## src/rtl/par2serial_tx.sv

```systemverilog
// rtl/par2serial_tx.sv - PHY TX parallel-to-serial stage with COM alignment run
//
// Purpose: serialises one byte per frame, MSB first, on the bit clock.
//   After reset it sends COM_COUNT copies of COM_SYMBOL. It then loads data_in
//   when valid_in is set and IDLE_SYMBOL otherwise.
// Optional feature: define PAR2SERIAL_PARITY_EN to append one even-parity bit
//   per frame, which makes the frame 9 bits instead of 8.
// Ports:
//   sclk      in   bit clock; all logic on its rising edge
//   reset_L   in   synchronous active-low reset
//   data_in   in   [7:0] byte from the lane multiplexer, sampled on load edges
//   valid_in  in   qualifies data_in, sampled on load edges
//   ready     out  high in the cycle whose closing edge samples data_in/valid_in
//   active    out  high once the COM run is complete
//   data_out  out  registered serial bit stream
module par2serial_tx #(
   parameter int unsigned COM_COUNT   = 4,
   parameter logic [7:0]  COM_SYMBOL  = 8'hBC,
   parameter logic [7:0]  IDLE_SYMBOL = 8'h7C
) (
   input  logic       sclk,
   input  logic       reset_L,
   input  logic [7:0] data_in,
   input  logic       valid_in,
   output logic       ready,
   output logic       active,
   output logic       data_out
);

`ifdef PAR2SERIAL_PARITY_EN
   localparam logic [3:0] LAST_BIT = 4'd8;
`else
   localparam logic [3:0] LAST_BIT = 4'd7;
`endif
   localparam logic [7:0] COM_LAST = 8'(COM_COUNT);

   typedef enum logic {SYNC, ACTIVE} state_t;

   state_t     state;
   logic [3:0] bit_cnt;
   logic [7:0] com_cnt;
   logic [7:0] shreg;
   logic [7:0] load_byte;
`ifdef PAR2SERIAL_PARITY_EN
   logic       parity;
`endif

   // Byte chosen for the next load edge. The inputs are only consumed when
   // bit_cnt is 0, so they have no effect outside the ready cycle.
   always_comb begin
      load_byte = COM_SYMBOL;
      if (state == ACTIVE) begin
         load_byte = valid_in ? data_in : IDLE_SYMBOL;
      end
   end

   always_ff @(posedge sclk) begin
      if (!reset_L) begin
         state    <= SYNC;
         bit_cnt  <= 4'd0;
         com_cnt  <= 8'd0;
         shreg    <= 8'd0;
         data_out <= 1'b0;
`ifdef PAR2SERIAL_PARITY_EN
         parity   <= 1'b0;
`endif
      end else begin
         if (bit_cnt == 4'd0) begin
            data_out <= load_byte[7];
            shreg    <= {load_byte[6:0], 1'b0};
`ifdef PAR2SERIAL_PARITY_EN
            parity   <= ^load_byte;
`endif
            if (state == SYNC) begin
               com_cnt <= com_cnt + 8'd1;
               if (com_cnt + 8'd1 == COM_LAST) begin
                  state <= ACTIVE;
               end
            end
         end
`ifdef PAR2SERIAL_PARITY_EN
         else if (bit_cnt == LAST_BIT) begin
            // The shift register is exhausted; the ninth bit is the saved parity.
            data_out <= parity;
         end
`endif
         else begin
            data_out <= shreg[7];
            shreg    <= {shreg[6:0], 1'b0};
         end
         bit_cnt <= (bit_cnt == LAST_BIT) ? 4'd0 : bit_cnt + 4'd1;
      end
   end

   // Both outputs are decoded from state registers only, so there is no path
   // from the inputs to them.
   assign ready  = (state == ACTIVE) && (bit_cnt == 4'd0);
   assign active = (state == ACTIVE);

endmodule
```

## config.mk

```make
export PLATFORM = sky130hd
export DESIGN_NAME = par2serial_tx
export DESIGN_NICKNAME = d
export VERILOG_FILES = /design/src/rtl/par2serial_tx.sv
export SDC_FILE = /design/constraint.sdc
export NUM_CORES = 1
export LEC_CHECK = 0
export CORE_MARGIN = 8
export CORE_UTILIZATION = 52
export CTS_CLUSTER_DIAMETER = 40
export DETAILED_ROUTE_END_ITERATION = 10
export HOLD_SLACK_MARGIN = 0.08
export PLACE_DENSITY = 0.77
export SYNTH_ARGS = -nofsm -noshare
export SYNTH_HDL_FRONTEND = slang
export SYNTH_SLANG_ARGS = --single-unit
```

## constraint.sdc

```tcl
create_clock -name sclk -period 2.21 [get_ports sclk]
set_clock_uncertainty 0.1 [all_clocks]
set_input_delay 0.5525 -clock sclk [delete_from_list [all_inputs] [get_ports sclk]]
set_output_delay 0.5525 -clock sclk [all_outputs]
set_load 0.005 [all_outputs]
```

==> flow_summary.yaml <==
status:
  status: "complete, no violations"
setup_path:
  crit_fanout: 3
  cp_slowest_cell: "dfxtp_1"
  r2r_cells: 6
  end_kind: "output port"
  cp_cell_sequence: "inv_1 > ha_2 > and2_1 > and2_2 > dlygate4sd2_1"
  crit_family: "flip-flops"
  cp.depth: 5
  cp.required_ps: 1560
  slowest_delay_ps: 370
  arrival_ps: 1480
  critPathBufInv: 2
  cp-start-kind: "register"
  crit_type: "reg -> out"
routing:
  wire_per_inst_um: 12.3
  num_vias: 767
  drcViolationCount: 0
  drt_wl_total_um: 1790
  final_antenna_net_count: 0
  vias_per_cell: 5.25
  first_iter_violations: 12
  dr.pass1.iters: 4
pwr:
  p_sw_uw: 183
  ir_worst_vdd_v: 0.000413
  power_frac_seq: 0.588
  p_int_uw: 544
  p_clk_frac: 0.237
  p_leak_nw: 0.468
  swShare: 0.251
  comb_power_share: 0.174
  power.density_mw_per_mm2: 625
synth:
  synth_cells: 105
  yosysTopAreaCell: "dfxtp_1"
  synth_top_area_frac: 0.432
  yosysMostFrequentCell: "dfxtp_1"
  seq_area_frac_synth: 0.432
  synth_seq_cells: 21
  async_flop_share: 0
  synth_edf_count: 0
  synth_cell_type_count: 30
  synth_area_leaders: "dfxtp_1 43%, xnor2_1 6.3%, and2_1 5.8%, ha_1 3.9%, nand4_1 3.9%"
  synth_common_cells: "21 x dfxtp_1, 9 x and2_1, 9 x nand2_1"
  synth_warnings: 0
  ys.flop_type: "dfxtp_1"
  netlist_area_um2: 972
  synth_nets: 119
  synth.avg_cell_area_um2: 9.26
global_routing:
  busiest_layer: "met2"
  grt_pass1_wl_um: 2970
  antenna_found_initial: 0
  use_met2: 0.176
  grt_pass1_vias: 717
  track_usage: 0.109
  use_met3: 0.0282
  use_met1: 0.127
  grt_start_max_net_pins: 16
  grt.overflow.total: 0
floorplan:
  die_w_um: 59.2
  core-area_mm2: 0.00175
  fp-row-count: 15
  ios: 14
  die_height_um: 59.2
  dieArea_mm2: 0.00351
  start_util: 0.557
clock_tree:
  clock_path_buffers: 2
  cts-htree-levels: 1
  clockRootBuffer: "clkbuf_4"
  clk_pin_slew_ps: 110
  cts_buffers: 3
  clk_latency_ps: 290
  cts.sinks: 21
  cts_hold_buf: 0
  cts_tree: "done"
timing:
  drv_slew: 0
  slew_headroom: 0.662
  tns_ps: 0
  min_period_ps: 2130
  period_share: 0.966
  hold_slack_ps: 356
  setup_slack_ps: 76.1
  final_hold_viol_count: 0
  fmax_mhz: 469
  setup_viol: 0
  tightest_slew_ps: 505
finish:
  multi_input_area_um2: 518
  fin_nets: 136
  drive_gt1_frac: 0.0909
  fin_util: 0.667
  fill_cells: 149
  final-instance-count-excl-fill: 146
  syn2layout_area_growth_pct: 19.7
  ff_latch_area_um2: 422
  diodes: 0
worst_hold_path:
  hp-class: "reg -> reg"
  worstHoldPathCells: 2
job:
  drv_cap: 0
place:
  portBuffers: 13
  hpwl_um: 1340
  gp_congestion: 0.804
  place_inst: 141
  preCtsSetupSlack_ps: 162
registers in the layout, indices dropped and copies added, names as in the netlist:
signal	cells
com_cnt	8
data_out	1
bit_cnt	4
shreg	7
active	1
through the flow:
stage | total power [mW] | cell area (um^2)
3_3_place_gp | 0.556 | 1130
5_1_grt | 0.774 | 1160
2_1_floorplan | 0.510 | 972
4_1_cts | 0.735 | 1150
6_report | 0.727 | 1160
3_5_place_dp | 0.559 | 1130
logic make-up after synthesis:
group	count (synthesis)	synth area share
mux	1	0.0103
simple gates	58	0.351
fa+ha+maj	3	0.0386
buf+inv	7	0.0373
xor+xnor	9	0.0811
compound gates	6	0.0489
flops	21	0.432
worst register-to-register path, stage by stage, from the launching register on:
cell and delay (ps):
dfxtp_2 340, inv_1 70, ha_2 200, nor4b_4 440
nand4_1 190, xnor2_1 160, and2_1 150
area by class of cell:
class	count	area share
inverter	2	0.00645
timing repair buffer	17	0.137
multi-input combinational	77	0.445
sequential	21	0.362
tap	25	0.0269
clock buffer	4	0.0226
timing repair:
| item | 4_1_cts | 5_1_grt |
|---|---|---|
| gates resized for setup | 2 | 1 |
| buffers inserted | 0 | 1 |
| setup endpoints to repair | 1 | 1 |
worst paths after layout:
check,startpoint,endpoint,slack (ps)
min,shreg[6]$_SDFF_PN0_,shreg[7]$_SDFF_PN0_,360
min reg2reg,shreg[6]$_SDFF_PN0_,shreg[7]$_SDFF_PN0_,360
max reg2reg,bit_cnt[0]$_SDFF_PP0_,com_cnt[7]$_SDFFE_PN0P_,470
max,bit_cnt[1]$_SDFF_PP0_,ready,80
cell usage in the layout (no fill, tap or decap), types with 2 or more instances in the layout:
cell / count
ha_1: 2
xnor2_1: 7
inv_1: 2
clkbuf_4: 3
nand3_1: 4
a21boi_0: 2
and3_1: 5
nand2_1: 9
and2_1: 9
buf_4: 4
clkdlybuf4s50_1: 12
xor2_1: 2
nor2_1: 7
nor3b_1: 4
nor2b_1: 2
dfxtp_1: 20
nand4_1: 6
nor3_1: 6
layer usage:
metal / wire length, um / part of all wire
met4: 17 / 0.0095
met2: 841 / 0.47
met5: 0 / 0
met1: 853 / 0.48
met3: 77 / 0.043
power by group through the flow:
stage | Combinational, mW | Sequential, mW | Clock [mW]
after CTS | 0.124 | 0.428 | 0.183
final | 0.127 | 0.428 | 0.173
after global placement | 0.121 | 0.435 | 0
after global routing | 0.140 | 0.432 | 0.201
after detailed placement | 0.123 | 0.436 | 0
after floorplan | 0.0795 | 0.431 | 0
(Power assumes the default switching activity.)
